`src/rtl/sc_fifo_pkg.sv`:
```
// Shared defaults for the counter-fed FIFO block.
//   DEF_WIDTH        - default data width of counter and FIFO words
//   DEF_DEPTH        - default FIFO depth in words (power of two, >= 4)
//   DEF_RST_BUSY_CYC - default clocks the reset-busy flags stay high after release
//   PTR_W            - pointer width for the default depth
package sc_fifo_pkg;
    localparam int DEF_WIDTH        = 32;
    localparam int DEF_DEPTH        = 16;
    localparam int DEF_RST_BUSY_CYC = 2;
    localparam int PTR_W            = $clog2(DEF_DEPTH);
endpackage

```
`src/rtl/count_gen.sv`:
```
// Free-running up-counter used as the FIFO test-pattern source.
//   clk         - clock, rising edge
//   reset_n     - asynchronous active-low reset, clears the count
//   start_count - 1 = increment every clock, 0 = hold
//   count       - current counter value, wraps all-ones -> 0
module count_gen
    import sc_fifo_pkg::*;
#(
    parameter int WIDTH = DEF_WIDTH
) (
    input  logic             clk,
    input  logic             reset_n,
    input  logic             start_count,
    output logic [WIDTH-1:0] count
);

    logic [WIDTH-1:0] count_reg;

    always_ff @(posedge clk or negedge reset_n) begin
        if (!reset_n) begin
            count_reg <= '0;
        end else if (start_count) begin
            count_reg <= count_reg + WIDTH'(1);
        end
    end

    assign count = count_reg;

endmodule

```
`src/rtl/sc_fifo_counter.sv`:
```
// Single-clock FIFO whose write data is an internal free-running counter.
//   clk          - clock, rising edge
//   reset_n      - asynchronous assert, active-low reset
//   start_count  - 1 = counter increments every clock
//   wr_en        - write request, stores the current count
//   rd_en        - read request
//   count        - current counter value (FIFO write data)
//   dout         - registered read data, one clock after an accepted read
//   full         - FIFO holds DEPTH words, or the block is still coming out of reset
//   empty        - FIFO holds no words
//   wr_rst_busy  - write side busy after reset, writes ignored
//   rd_rst_busy  - read side busy after reset, reads ignored
//   overflow     - one-clock pulse after a write dropped because the FIFO was full
//   underflow    - one-clock pulse after a read dropped because the FIFO was empty
module sc_fifo_counter
    import sc_fifo_pkg::*;
#(
    parameter int WIDTH        = DEF_WIDTH,
    parameter int DEPTH        = DEF_DEPTH,
    parameter int RST_BUSY_CYC = DEF_RST_BUSY_CYC   // must be >= 1
) (
    input  logic             clk,
    input  logic             reset_n,
    input  logic             start_count,
    input  logic             wr_en,
    input  logic             rd_en,
    output logic [WIDTH-1:0] count,
    output logic [WIDTH-1:0] dout,
    output logic             full,
    output logic             empty,
    output logic             wr_rst_busy,
    output logic             rd_rst_busy,
    output logic             overflow,
    output logic             underflow
);

    localparam int PTR_BITS = $clog2(DEPTH);
    localparam int BUSY_W   = (RST_BUSY_CYC < 2) ? 1 : $clog2(RST_BUSY_CYC + 1);

    logic [WIDTH-1:0]    mem [DEPTH];
    logic [PTR_BITS-1:0] wptr_reg, rptr_reg;
    logic [PTR_BITS:0]   occ_reg, occ_next;
    logic [BUSY_W-1:0]   busy_cnt_reg, busy_cnt_next;
    logic                busy_reg, busy_next;
    logic                full_reg, empty_reg;
    logic                overflow_reg, underflow_reg;
    logic [WIDTH-1:0]    dout_reg;
    logic                wr_accept, rd_accept;

    count_gen #(.WIDTH(WIDTH)) u_count_gen (
        .clk         (clk),
        .reset_n     (reset_n),
        .start_count (start_count),
        .count       (count)
    );

    // full_reg is forced high while busy, so it alone would block writes; the
    // explicit busy term keeps the intent obvious and covers reads too.
    assign wr_accept = wr_en & ~full_reg  & ~busy_reg;
    assign rd_accept = rd_en & ~empty_reg & ~busy_reg;

    always_comb begin
        occ_next = occ_reg;
        case ({wr_accept, rd_accept})
            2'b10:   occ_next = occ_reg + (PTR_BITS+1)'(1);
            2'b01:   occ_next = occ_reg - (PTR_BITS+1)'(1);
            default: occ_next = occ_reg;
        endcase
    end

    // Busy window: counts rising edges after release, drops on the last one.
    always_comb begin
        busy_cnt_next = busy_cnt_reg;
        busy_next     = busy_reg;
        if (busy_reg) begin
            busy_cnt_next = busy_cnt_reg + BUSY_W'(1);
            if (busy_cnt_next == BUSY_W'(RST_BUSY_CYC)) begin
                busy_next = 1'b0;
            end
        end
    end

    always_ff @(posedge clk or negedge reset_n) begin
        if (!reset_n) begin
            wptr_reg      <= '0;
            rptr_reg      <= '0;
            occ_reg       <= '0;
            busy_cnt_reg  <= '0;
            busy_reg      <= 1'b1;
            full_reg      <= 1'b1;
            empty_reg     <= 1'b1;
            overflow_reg  <= 1'b0;
            underflow_reg <= 1'b0;
            dout_reg      <= '0;
        end else begin
            occ_reg       <= occ_next;
            busy_cnt_reg  <= busy_cnt_next;
            busy_reg      <= busy_next;
            // full tracks occupancy only once the busy window has closed
            full_reg      <= busy_next | (occ_next == (PTR_BITS+1)'(DEPTH));
            empty_reg     <= (occ_next == '0);
            overflow_reg  <= wr_en & full_reg  & ~busy_reg;
            underflow_reg <= rd_en & empty_reg & ~busy_reg;
            if (wr_accept) begin
                wptr_reg <= wptr_reg + PTR_BITS'(1);
            end
            if (rd_accept) begin
                rptr_reg <= rptr_reg + PTR_BITS'(1);
                dout_reg <= mem[rptr_reg];
            end
        end
    end

    // Storage has no reset so it maps onto block RAM.
    always_ff @(posedge clk) begin
        if (wr_accept) begin
            mem[wptr_reg] <= count;
        end
    end

    assign dout        = dout_reg;
    assign full        = full_reg;
    assign empty       = empty_reg;
    assign wr_rst_busy = busy_reg;
    assign rd_rst_busy = busy_reg;
    assign overflow    = overflow_reg;
    assign underflow   = underflow_reg;

endmodule

```
`config.mk`:
```
export PLATFORM = sky130hd
export DESIGN_NAME = sc_fifo_counter
export DESIGN_NICKNAME = d
export VERILOG_FILES = /design/src/rtl/sc_fifo_pkg.sv /design/src/rtl/count_gen.sv /design/src/rtl/sc_fifo_counter.sv
export SDC_FILE = /design/constraint.sdc
export NUM_CORES = 1
export LEC_CHECK = 0
export CAP_MARGIN = 30
export CORE_ASPECT_RATIO = 0.8
export CORE_MARGIN = 2
export CORE_UTILIZATION = 55
export CTS_BUF_LIST = sky130_fd_sc_hd__clkbuf_8
export CTS_CLUSTER_SIZE = 25
export DETAILED_ROUTE_END_ITERATION = 6
export PLACE_DENSITY = 0.81
export SYNTH_ARGS = -nofsm -noshare
export SYNTH_HDL_FRONTEND = slang
export SYNTH_SLANG_ARGS = --single-unit
export TNS_END_PERCENT = 20
```
`constraint.sdc`:
```
create_clock -name clk -period 3.05 [get_ports clk]
set_input_delay 0.4575 -clock clk [delete_from_list [all_inputs] [get_ports clk]]
set_output_delay 0.4575 -clock clk [all_outputs]
set_load 0.05 [all_outputs]
```
# Yosys cells after proc, flatten, opt, wreduce, memory -nomap -nowiden
# Memories as Yosys holds them, arrays and structs flattened. A register that Yosys moved wholly into a read port is not among the register bits.
# Cells that the tools add are included.
dict set report classes {
  mux 5
  add_sub_neg 6
  reduce_logical 2
  eq_ne 4
  bitwise_logic 12
}
# cell n
set ops {}
lappend ops {{$add 32x1->32 const B} 1}
lappend ops {{$pmux 5 s2} 1}
lappend ops {{$add 4x1->4 const B} 2}
lappend ops {{$and 1x1->1} 8}
lappend ops {{$add 5x1->5 const B} 1}
lappend ops {{$eq 5x5->1 const B} 1}
lappend ops {{$logic_not 5->1} 1}
lappend ops {{$sub 5x1->5 const B} 1}
lappend ops {{$eq 2x2->1 const B} 2}
lappend ops {{$mux 1} 4}
lappend ops {{$not 1->1} 3}
lappend ops {{$add 2x1->2 const B} 1}
lappend ops {{$eq 2x1->1 const B} 1}
lappend ops {{$logic_not 1->1} 1}
lappend ops {{$or 1x1->1} 1}
dict set report totals {
  regBits 52
  ram_bits 512
  mem_count 1
}
# memory words word_bits rd rd_ports_with_merged_regs wr line_no
set memory_table {}
lappend memory_table {mem 16 32 1 1 1 sc_fifo_counter.sv:40} ;# logic [WIDTH-1:0] mem [DEPTH];

# Depth between registers and ports, before layout
# Gate-level depths: netlist (run 1).
dict set report logic_depth {
  ltp_word 7
  mapped_depth 14
  mapped_depth_nobuf 12
}

# Hierarchy
# Synthesis (run 1) repeated with hierarchy kept, for this count alone.
dict set report hier_totals {
  hier_cells 1099
  hier_area_um2 23103.4
}
# mod area_per_inst_um2 seq_area_each_um2 cells_each n_inst
set modules_own_cells {}
lappend modules_own_cells {sc_fifo_counter 21654.5 16679.7 976 1}
lappend modules_own_cells {count_gen 1448.9 800.8 123 1}

# Worst setup path before layout (run 1)
# OpenSTA, ideal clock, no wires.
dict set report synth_path {
  path_kind {reg-to-reg}
  from {reg busy_reg (netlist: rd_rst_busy)}
  to {reg full_reg (netlist: full)}
  period_less_slack_ps 2997
  arrival_time_ps 2927
  setup_ps 70
  path_stages_with_launch 14
  setup_slack_ps 53
  cell_sequence {dfstp_2 > buf_6 > or3b_1 > buf_6 > inv_1 > buf_2 > buf_1 > ha_1 > nand2_1 > a211o_1 > a21oi_2 > a311oi_2 > a211o_1 > o21bai_2}
}
dict set report synth_via {
  elab_chain_len 6
}
# element line_no
set synth_rtl {}
lappend synth_rtl {{from (decl)} sc_fifo_counter.sv:44} ;# logic busy_reg, busy_next;
lappend synth_rtl {{from (signal assigned)} sc_fifo_counter.sv:98} ;# busy_reg <= busy_next;
lappend synth_rtl {{$not 1->1 (*)} {sc_fifo_counter.sv:59, sc_fifo_counter.sv:60}}
lappend synth_rtl {{$and 1x1->1, on equally long branches} {sc_fifo_counter.sv:60, sc_fifo_counter.sv:59}}
lappend synth_rtl {{$eq 2x1->1 or $eq 2x2->1 (tied branches)} sc_fifo_counter.sv:64} ;# case ({wr_accept, rd_accept})
lappend synth_rtl {{$pmux 5 s2 (*)} sc_fifo_counter.sv:64}
lappend synth_rtl {{named net occ_next[3]} sc_fifo_counter.sv:42} ;# logic [PTR_BITS:0] occ_reg, occ_next;
lappend synth_rtl {{$eq 5x5->1 (*)} sc_fifo_counter.sv:100} ;# full_reg <= busy_next | (occ_next == (PTR_BITS+1)'(DEPTH));
lappend synth_rtl {{$or 1x1->1 (*)} sc_fifo_counter.sv:100}
lappend synth_rtl {{to (signal assigned)} sc_fifo_counter.sv:100}
lappend synth_rtl {{to (decl)} sc_fifo_counter.sv:45} ;# logic full_reg, empty_reg;
# The timed path passes the listed nets; every way through them passes the cells marked *.
# A chain may end at the register's enable or synchronous reset.

# Worst setup path in the final report (run 1)
dict set report layout_path {
  from {reg u_count_gen.count_reg[11] (netlist: u_count_gen.count[11])}
  to {out count[11]}
}
# element line_no
set layout_lines {}
lappend layout_lines {{from (decl)} count_gen.sv:17} ;# logic [WIDTH-1:0] count_reg;
lappend layout_lines {{from (signal assigned)} count_gen.sv:23} ;# count_reg <= count_reg + WIDTH'(1);
lappend layout_lines {{to (decl)} sc_fifo_counter.sv:27} ;# output logic [WIDTH-1:0] count,
# No word-level cell between the ends.

==> results of run 1 <==
-- report_power, final --
part | switching (mW) | internal (mW) | total (mW) | leakage [nW]
Sequential | 0.696 | 10.1 | 10.8 | 5.67
Clock | 3.03 | 3.23 | 6.26 | 0.979
Combinational | 3.82 | 3.25 | 7.07 | 2.45
Total | 7.55 | 16.6 | 24.1 | 9.10
-- path summary, 6_finish.rpt --
| path | slack (ns) | to |
|---|---|---|
| min in group clk | 0.44 | underflow |
| min reg2reg | 0.47 | dout[20] |
| min | 0.36 | u_count_gen.count[6] |
| max reg2reg | 0.51 | empty |
| max | 0.23 | count[11] |
| max in group asynchronous | 1.87 | rd_rst_busy |
-- cell usage after synthesis, types with 2 or more instances --
master    number  share of area, %
a211o_1        2             0.076
a21o_1         3             0.098
a21oi_1        3             0.065
and2_1        16              0.44
and3_1         6              0.16
and3b_1        2             0.076
buf_1          8              0.13
buf_2         16              0.35
buf_6          2             0.098
clkbuf_1      21              0.34
dfrtp_1       81               8.8
dfstp_2        3              0.34
edfxtp_1     512                67
ha_1          10              0.55
inv_1          9              0.15
mux2_2         2             0.098
mux4_2       160                16
nand2_1      119               1.9
nand2b_1       3             0.082
nand3_1       10              0.22
nand4_1       10              0.27
nor2_1        13              0.21
nor2b_1        3             0.082
nor3_1         5              0.11
o21ai_0        2             0.044
xnor2_1       33               1.3
xor2_1        10              0.38
-- per-stage QoR --
| stage | std cells | power [mW] | util (%) |
|---|---|---|---|
| after CTS | 1879 | 24.3 | 65.1 |
| after floorplan | 1081 | 15.8 | - |
| after detailed placement | 1715 | 18.1 | 60.9 |
| after global routing | 1879 | 25.2 | 65.1 |
| after global placement | 1715 | 17.9 | 60.9 |
| final | 1879 | 24.1 | 65.1 |
-- logic make-up (layout without fill, tap and decap cells) --
family                   count (synthesis)  after routing  share of synthesized area [%]
buffers and inverters                   57            311                           1.10
AND/OR/NAND/NOR                        196            196                           3.99
XOR/XNOR                                43             43                           1.64
flip-flops                             596            596                           76.2
adder cells (fa/ha/maj)                 10             10                          0.546
AO/OA/AOI/OAI                           16             16                          0.622
multiplexers                           163            163                           15.9
-- area by class of cell --
| type | instances | area (um2) | area share [%] |
|---|---|---|---|
| tap | 544 | 681 | 2.56 |
| clock inverter | 65 | 370 | 1.39 |
| timing repair buffer | 139 | 1470 | 5.51 |
| sequential | 596 | 17500 | 65.7 |
| clock buffer | 98 | 1350 | 5.07 |
| inverter | 9 | 33.8 | 0.127 |
| multi-input combinational | 428 | 5220 | 19.6 |
-- per-layer routing --
layer  routed length (um)  global-route usage (%)  up-vias  part of all wire [%]
li1                     -                       -     4742                     -
met1                20100                    33.5     5970                    41
met2                23800                    36.2      540                    49
met3                 4230                    6.31       72                   8.6
met4                  843                    5.97        0                   1.7
met5                    0                       0        -                     0
==> qor.yml, run 1 <==
final_cell_area_um2: 26600
drc: 0
h-tree-depth: 3
fp.dieW_um: 232
grt_usage_pct: 23.4
crit_chain: "clkdlybuf4s50_1"
postCtsResizedCells: 0
cts.clk_slew.worst_paths_ns: 0.06
syn-num-nets: 1096
clock_skew_ns: 0.0352
start_util_pct: 56.1
ant_nets: 0
die_area_um2: 43300
max_freq_ghz: 0.354
drive_gt1_share_pct: 28.2
yosysUniqueCellTypes: 44
cp_max_fo: 20
root_buffer: "clkbuf_8"
crit_path_top_delay_cell: "clkdlybuf4s50_1"
n_antenna_cell: 0
startpoint_type: "flip-flop"
yosysSeqAreaShare_pct: 76.2
synth_edf_count: 512
peakVddDrop_mv: 0.724
synth_warnings: 0
critical_path_class: "flip-flop to primary output"
setup_tns_ns: 0
fp-row-count: 66
cts_buffer_depth: 3
grt_overflow: 0
post_cts_buffers: 0
netlist_instances: 1081
final_common_cell: "edfxtp_1"
cpPeakStageDelay_ns: 0.93
cts.sinks: 596
vias: 11300
async_flop_share_pct: 14.1
routed_via_density: 6.03
crit_buf_inv: 1
ys.flop_type: "edfxtp_1"
cp_top_family: "buffers and inverters"
rsz0062_at_grt: "no"
finalHoldViolations: 0
nFillCells: 2633
drt_pass1_iterations: 7
numCtsBuffers: 88
setup_viol: 0
hold_buffers: 1
placed_area_um2: 24900
areaGrowthSynthToFinish_pct: 16.0
cts_tree: "done"
final_cell_mix: "512 x edfxtp_1, 160 x mux4_2, 119 x nand2_1"
coreArea_um2: 40900
wl_per_cell_um: 26.0
die_h_um: 187
drtIter0Drc: 1186
worstSkewPairLatency_ns: 0.67
crit_path_start: "u_count_gen.count[11]"
end_kind: "primary output"
grt_pass1_vias: 12100
layout_min_cycle_time_ns: 2.82
grt_pass1_wl_mm: 74.1
holdWs_ns: 0.364
tightest_slew_ns: 0.692
port_buffers: 74
netlist_area_um2: 22900
path_depth: 1
worst_slack_ns: 0.228
min_path_type: "primary input to async pin"
cap_violations: 0
rr_startpoint: "rd_rst_busy"
critical_path_required_ns: 2.59
maxSlewHeadroom_pct: 53.9
nNetsFinal: 1277
wirelength_mm: 48.9
drv_slew: 0
reg2reg_depth: 12
syn_area_per_cell_um2: 21.2
hpwlAfterDp_mm: 26.8
grt_max_degree: 51
status: "finished clean"
synth_seq_cells: 596
grt_antenna_before_repair: 1
p_leak_nw: 9.10
routabilityCongestion: 0.749
largest_reg_flops: 512
dp_slack_ns: 0.0763
io_pins: 75
worst_ep_arrival_time_ns: 2.36
power_density_nw_per_um2: 907
fin_crit_sh_pct: 92.5
Note: power is estimated with default switching activity, not from simulation.
==> run 2: changes to the inputs <==
Settings changed: SLEW_MARGIN set to 30.
==> results of run 2 <==
No change in the layout: final DEF, timing and power equal those of run 1.
